## config.mk

```make
export PLATFORM = sky130hd
export DESIGN_NAME = modulo_ctrl_botoes_flat
export DESIGN_NICKNAME = d
export VERILOG_FILES = /design/src/rtl/modulo_ctrl_botoes_pkg.sv /design/src/rtl/modulo_ctrl_botoes_if.sv /design/src/rtl/modulo_ctrl_botoes_debounce.sv /design/src/rtl/modulo_ctrl_botoes.sv /design/src/flat_wrapper.sv
export SDC_FILE = /design/constraint.sdc
export NUM_CORES = 1
export LEC_CHECK = 0
export CAP_MARGIN = 20
export CORE_UTILIZATION = 51
export CTS_CLUSTER_DIAMETER = 120
export CTS_CLUSTER_SIZE = 40
export DETAILED_ROUTE_END_ITERATION = 8
export HOLD_SLACK_MARGIN = 0.1
export PLACE_DENSITY = 0.71
export REMOVE_ABC_BUFFERS = 1
export SYNTH_ARGS = -nofsm -noshare
export SYNTH_HDL_FRONTEND = slang
export SYNTH_SLANG_ARGS = --single-unit
```

## constraint.sdc

```tcl
create_clock -name clk -period 5 [get_ports clk]
set_clock_uncertainty 0.2 [all_clocks]
set_input_delay 1 -clock clk [delete_from_list [all_inputs] [get_ports clk]]
set_output_delay 1 -clock clk [all_outputs]
set_load 0.03 [all_outputs]
```

## src/rtl/modulo_ctrl_botoes_pkg.sv

```systemverilog
// Shared constants for the button control stage: button polarity and debounce defaults.
package modulo_ctrl_botoes_pkg;
  localparam logic BTN_PRESSED    = 1'b0;
  localparam logic BTN_RELEASED   = 1'b1;
  localparam int   DEBOUNCE_SYNTH = 50000;
  localparam int   DEBOUNCE_SIM   = 4;
endpackage

```

## src/rtl/modulo_ctrl_botoes_if.sv

```systemverilog
// Raw buttons in, command strobes out; master drives buttons, slave is the control stage.
interface modulo_ctrl_botoes_if #(parameter int N_BTN = 4);
  logic [N_BTN-1:0] btn_t;
  logic             btn_clr;
  logic             btn_prst;
  logic [N_BTN-1:0] t;
  logic             clr;
  logic             prst;
  logic             enable;

  modport master (output btn_t, btn_clr, btn_prst, input t, clr, prst, enable);
  modport slave  (input btn_t, btn_clr, btn_prst, output t, clr, prst, enable);
endinterface

```

## src/rtl/modulo_ctrl_botoes_debounce.sv

```systemverilog
// One button: 2-flop synchronizer, stability counter, single-cycle press pulse on accepted 1->0.
module modulo_debounce
  import modulo_ctrl_botoes_pkg::*;
#(
  parameter int DEBOUNCE_CYCLES = DEBOUNCE_SYNTH
) (
  input  logic clk,
  input  logic clr_n,
  input  logic raw,
  output logic press
);
  localparam int CNT_W = $clog2(DEBOUNCE_CYCLES);
  localparam logic [CNT_W-1:0] CNT_LAST = CNT_W'(DEBOUNCE_CYCLES - 1);

  logic             meta, s, stable;
  logic [CNT_W-1:0] cnt;

  // Any sample matching the accepted level restarts the count, so bounces never accumulate.
  always_ff @(posedge clk or negedge clr_n) begin
    if (!clr_n) begin
      meta   <= BTN_RELEASED;
      s      <= BTN_RELEASED;
      stable <= BTN_RELEASED;
      cnt    <= '0;
      press  <= 1'b0;
    end else begin
      meta  <= raw;
      s     <= meta;
      press <= 1'b0;
      if (s == stable) begin
        cnt <= '0;
      end else if (cnt == CNT_LAST) begin
        stable <= s;
        cnt    <= '0;
        press  <= (s == BTN_PRESSED);
      end else begin
        cnt <= cnt + CNT_W'(1);
      end
    end
  end
endmodule

```

## src/rtl/modulo_ctrl_botoes.sv

```systemverilog
// Debounces N_BTN toggle buttons plus clear/preset and issues prioritized one-cycle strobes.
module modulo_ctrl_botoes
  import modulo_ctrl_botoes_pkg::*;
#(
  parameter int N_BTN           = 4,
  parameter int DEBOUNCE_CYCLES = DEBOUNCE_SYNTH
) (
  input  logic                 clk,
  input  logic                 clr_n,
  modulo_ctrl_botoes_if.slave  bus
);
  logic [N_BTN+1:0] raw, press;
  logic [N_BTN-1:0] t_nxt;
  logic             clr_nxt, prst_nxt;

  assign raw = {bus.btn_prst, bus.btn_clr, bus.btn_t};

  for (genvar i = 0; i < N_BTN + 2; i++) begin : g_db
    modulo_debounce #(.DEBOUNCE_CYCLES(DEBOUNCE_CYCLES)) u_db (
      .clk   (clk),
      .clr_n (clr_n),
      .raw   (raw[i]),
      .press (press[i])
    );
  end

  // clr > prst > t; losing presses are dropped, not held for later.
  always_comb begin
    t_nxt    = '0;
    clr_nxt  = 1'b0;
    prst_nxt = 1'b0;
    if (press[N_BTN])          clr_nxt  = 1'b1;
    else if (press[N_BTN+1])   prst_nxt = 1'b1;
    else                       t_nxt    = press[N_BTN-1:0];
  end

  always_ff @(posedge clk or negedge clr_n) begin
    if (!clr_n) begin
      bus.t      <= '0;
      bus.clr    <= 1'b0;
      bus.prst   <= 1'b0;
      bus.enable <= 1'b0;
    end else begin
      bus.t      <= t_nxt;
      bus.clr    <= clr_nxt;
      bus.prst   <= prst_nxt;
      bus.enable <= clr_nxt | prst_nxt | (|t_nxt);
    end
  end
endmodule

```

## src/flat_wrapper.sv

```systemverilog
// flat-port wrapper written by rule: the top's interface ports become plain ports
module modulo_ctrl_botoes_flat import modulo_ctrl_botoes_pkg::*;
#(
  parameter int N_BTN           = 4,
  parameter int DEBOUNCE_CYCLES = DEBOUNCE_SYNTH
)
  (clk, clr_n, bus_btn_t, bus_btn_clr, bus_btn_prst, bus_t, bus_clr, bus_prst, bus_enable);
  modulo_ctrl_botoes_if #(.N_BTN(N_BTN)) bus_i ();
  input  logic clk;
  input  logic clr_n;
  input wire logic [$bits(bus_i.btn_t)-1:0] bus_btn_t;
  input wire logic [$bits(bus_i.btn_clr)-1:0] bus_btn_clr;
  input wire logic [$bits(bus_i.btn_prst)-1:0] bus_btn_prst;
  output wire logic [$bits(bus_i.t)-1:0] bus_t;
  output wire logic [$bits(bus_i.clr)-1:0] bus_clr;
  output wire logic [$bits(bus_i.prst)-1:0] bus_prst;
  output wire logic [$bits(bus_i.enable)-1:0] bus_enable;
  assign bus_i.btn_t = bus_btn_t;
  assign bus_i.btn_clr = bus_btn_clr;
  assign bus_i.btn_prst = bus_btn_prst;
  assign bus_t = bus_i.t;
  assign bus_clr = bus_i.clr;
  assign bus_prst = bus_i.prst;
  assign bus_enable = bus_i.enable;
  modulo_ctrl_botoes #(.N_BTN(N_BTN), .DEBOUNCE_CYCLES(DEBOUNCE_CYCLES)) u_core (.clk(clk), .clr_n(clr_n), .bus(bus_i));
endmodule
```

==> out/results.tsv <==
stage	metric	value	unit
worst_setup_path	CP Capture Point	bus_t[3]	
pwr	Max IR drop VDD	0.000405	V
worst_setup_path	Worst EP arrival	1.51	ns
cts	Worst-path clk slew	0.06	ns
yosys	cells after synthesis	533	
global_route	GR Overflow Total	0	
global_route	vias in the first global route	3927	
cts	hold_buf cts	0	
worst_setup_path	reg-to-reg endpoint	u_core.g_db[1].u_db.cnt[12]	
yosys	Synthesis Warnings	0	
worst_setup_path	Critical-path top delay cell	clkdlybuf4s50_1	
timing	Tmin final	2.71	ns
global_route	initial antenna violation count	0	
worst_setup_path	launching point of the worst reg2reg path	u_core.g_db[1].u_db.cnt[1]	
cts	root buffer cell	clkbuf_8	
yosys	synth cell count leaders	dfrtp_1 (109), nor2_1 (108), xnor2_1 (71)	
worst_setup_path	Max stage delay on crit path	0.66	ns
pwr	LEAKAGE	2.65	nW
yosys	EDFF count, synth	0	
route	First DRT Iteration DRCs	259	
worst_setup_path	required time worst endpoint	3.80	ns
placed_design	GPL Wtd Cong	0.822	
yosys	Synth Area in Adders	0.0132	
worst_setup_path	cell depth of the worst flop-to-flop path	4	
yosys	mux share of post-synthesis cell area	0.0125	
timing	endpoints failing hold	0	
route	antenna violation net count after detailed routing	0	
yosys	Primary FF master, synth	dfrtp_1	
cts	CTS HTree Levels	4	
placed_design	DP Wirelength	6710	um
cts	clock sinks	127	
placed_design	placed cells	682	
layout	Fillers	904	
layout	ratio of cells with drive above 1 in the final layout	0.111	
cts	Clk Latency, worst-skew pair	0.53	ns
floorplanning	# rows	38	
yosys	Area contributors post-synth	dfrtp_1 (48%), xnor2_1 (11%), dfstp_2 (8.3%), nor2_1 (7.1%), nand4_1 (3.2%)	
worst_setup_path	Crit Path Max Fanout	1	
layout	diode count	0	
run_status	status	complete, no violations	
yosys	Simple-Gate Fraction of Synth Area	0.254	
route	Routed WL	10400	um
yosys	post-synthesis xor/xnor area fraction	0.137	
layout	fin cells	714	
timing	RSZ-0062 raised after global routing	no	
global_route	gr usage total	0.204	
route	vias per std cell	5.46	
cts	# Post-CTS Setup Buffers	0	
yosys	Seq/Total Area, Yosys	0.561	
worst_setup_path	crit path kind	register to output port	
worst_setup_path	CP Capture Type	output port	
timing	normalized max-slew margin	0.442	
global_route	global-route wire length before repair	18100	um
route	First-pass DRT Iterations	4	
timing	Achievable Freq	369	MHz
pwr	pwr dens	358	nW/um^2
yosys	share of the synthesized area in the top cell type	0.478	
worst_setup_path	critical path's top delay family	buffers and inverters	
floorplanning	CORE AREA	10900	sq um
floorplanning	die extent in y	108	um
floorplanning	I/O pin count	15	
worst_setup_path	crit-path cells	clkdlybuf4s50_1	
yosys	Post-synth ARST share	1.00	
route	Wirelength per Cell	14.5	um
yosys	Yosys cell types	37	
min_path	worst hold path class	register to register	
floorplanning	die area	11600	sq um
yosys	Synth Area in Compound Gates	0.00658	
floorplanning	Die Wd	108	um
worst_setup_path	CP startpoint kind	register	
placed_design	Place WS	2.71	ns
floorplanning	Initial Util	0.524	
layout	Area Overhead vs Synth	15.4	%
layout	fin nets	575	
cts	CTS Buf Count	17	
yosys	Mapped Area	5710	sq um
yosys	largest family of logic cells by synthesized area	simple AND/OR/NAND/NOR gates	
global_route	largest net degree at the start of global routing	60	
timing	Worst Max-Slew Pin Slew	0.834	ns
timing	final slew viol count	0	
timing	setup_tns	0	ns
cts	Clock Path Buffers	2	
yosys	area leader, netlist	dfrtp_1	
worst_setup_path	CP startpoint	u_core.bus.t[3]	
placed_design	Buffers on Ports	14	
route	# DRC	0	
yosys	post-synthesis register bit count	127	
cts	Post-CTS Resized	0	
route	DR vias	3902	
worst_setup_path	Crit path depth	1	
flow_run	max-cap check violation count	0	
worst_setup_path	FF-to-FF setup slack	2.75	ns
timing	final setup fails	0	
timing	Final Cycle Share	0.542	
yosys	count leader, synth	dfrtp_1	
worst_setup_path	WP buf/inv	1	
yosys	Post-Syn Area per Cell	10.7	sq um
cts	TritonCTS clock tree	yes	
timing	setup ws final	2.29	ns
## flip-flops by register name, indices dropped and copies added, names as in the netlist
name and flops:
u_core.g_db.u_db.press 6, u_core.bus.t 4, u_core.bus.clr 1, u_core.g_db.u_db.s 6, u_core.g_db.u_db.meta 6, u_core.bus.prst 1, u_core.g_db.u_db.stable 6, u_core.bus.enable 1
u_core.g_db.u_db.cnt 96
## worst reg2reg max path, cell delays in order (launching register included)
cell     delay, ns
dfrtp_1       0.40
ha_1          0.20
nand3_1       0.31
o41ai_4       0.86
nor2_1        0.13
## how the worst min path moves through the flow
stage / start / endpoint / slack (ns) / cells past startpoint
floorplan: u_core.g_db[0].u_db.meta / u_core.g_db[0].u_db.s / 0.15 / 0
global placement: u_core.g_db[0].u_db.meta / u_core.g_db[0].u_db.s / 0.15 / 0
detailed placement: u_core.g_db[0].u_db.meta / u_core.g_db[0].u_db.s / 0.15 / 0
CTS: u_core.g_db[1].u_db.meta / u_core.g_db[1].u_db.s / 0.16 / 0
global route: u_core.g_db[3].u_db.meta / u_core.g_db[3].u_db.s / 0.16 / 0
finish: u_core.g_db[3].u_db.meta / u_core.g_db[3].u_db.s / 0.15 / 0
## where the power goes
group / switching, mW / internal (mW) / total [mW] / leakage (nW)
clock: 0.469 / 0.766 / 1.24 / 0.294
combinational: 0.0401 / 0.0188 / 0.0589 / 0.658
sequential: 0.0165 / 1.05 / 1.07 / 1.70
total: 0.526 / 1.83 / 2.36 / 2.65
## layer usage
layer,GRT usage,up-vias,share of wire
met3,0.0563,14,0.037
met2,0.320,66,0.47
li1,-,1900,-
met5,0,-,0
met1,0.263,1922,0.48
met4,0.0881,0,0.015
## through the flow
stage	utilization	instance area (sq um)	power, mW	hold slack [ns]
final	0.605	6590	2.36	0.152
after floorplan	-	5660	1.11	0.145
after detailed placement	0.550	5990	1.14	0.147
after global routing	0.605	6590	2.45	0.157
after global placement	0.550	5990	1.14	0.146
after CTS	0.605	6590	2.39	0.156
## area by class of cell
cell class | count | area, sq um | area share
Clock buffer | 17 | 414 | 0.0629
Multi-Input combinational cell | 387 | 2420 | 0.367
Inverter | 12 | 45.0 | 0.00684
Sequential cell | 127 | 3200 | 0.486
Tap cell | 140 | 175 | 0.0266
Clock inverter | 15 | 183 | 0.0277
Timing Repair Buffer | 16 | 153 | 0.0232
## cells in the final DEF, fill, tap and decap left out, types with 2 or more instances in the layout
master	instances
clkbuf_16	16
bufinv_16	3
clkinv_2	3
xnor2_1	71
and4_1	3
nor4bb_1	6
ha_1	6
nor3_1	20
buf_4	3
nand4bb_1	3
clkdlybuf4s50_1	13
and2_1	4
inv_6	5
mux2_1	2
nor4b_1	2
nor4_1	26
dfrtp_1	109
nand2_1	24
inv_1	12
clkinv_4	3
dfstp_2	18
and3_1	7
or3_1	2
nand4_1	29
nor3b_1	6
xor2_1	18
nand3_1	34
nor2_1	108
or4_4	2
mux2_2	3
nand2_2	2
## cells by family after synthesis
family | count (synthesis)
compound gates | 3
xor+xnor | 89
fa+ha+maj | 6
buf+inv | 19
flops | 127
mux | 6
simple gates | 283
Note: power is estimated with default switching activity, not from simulation.
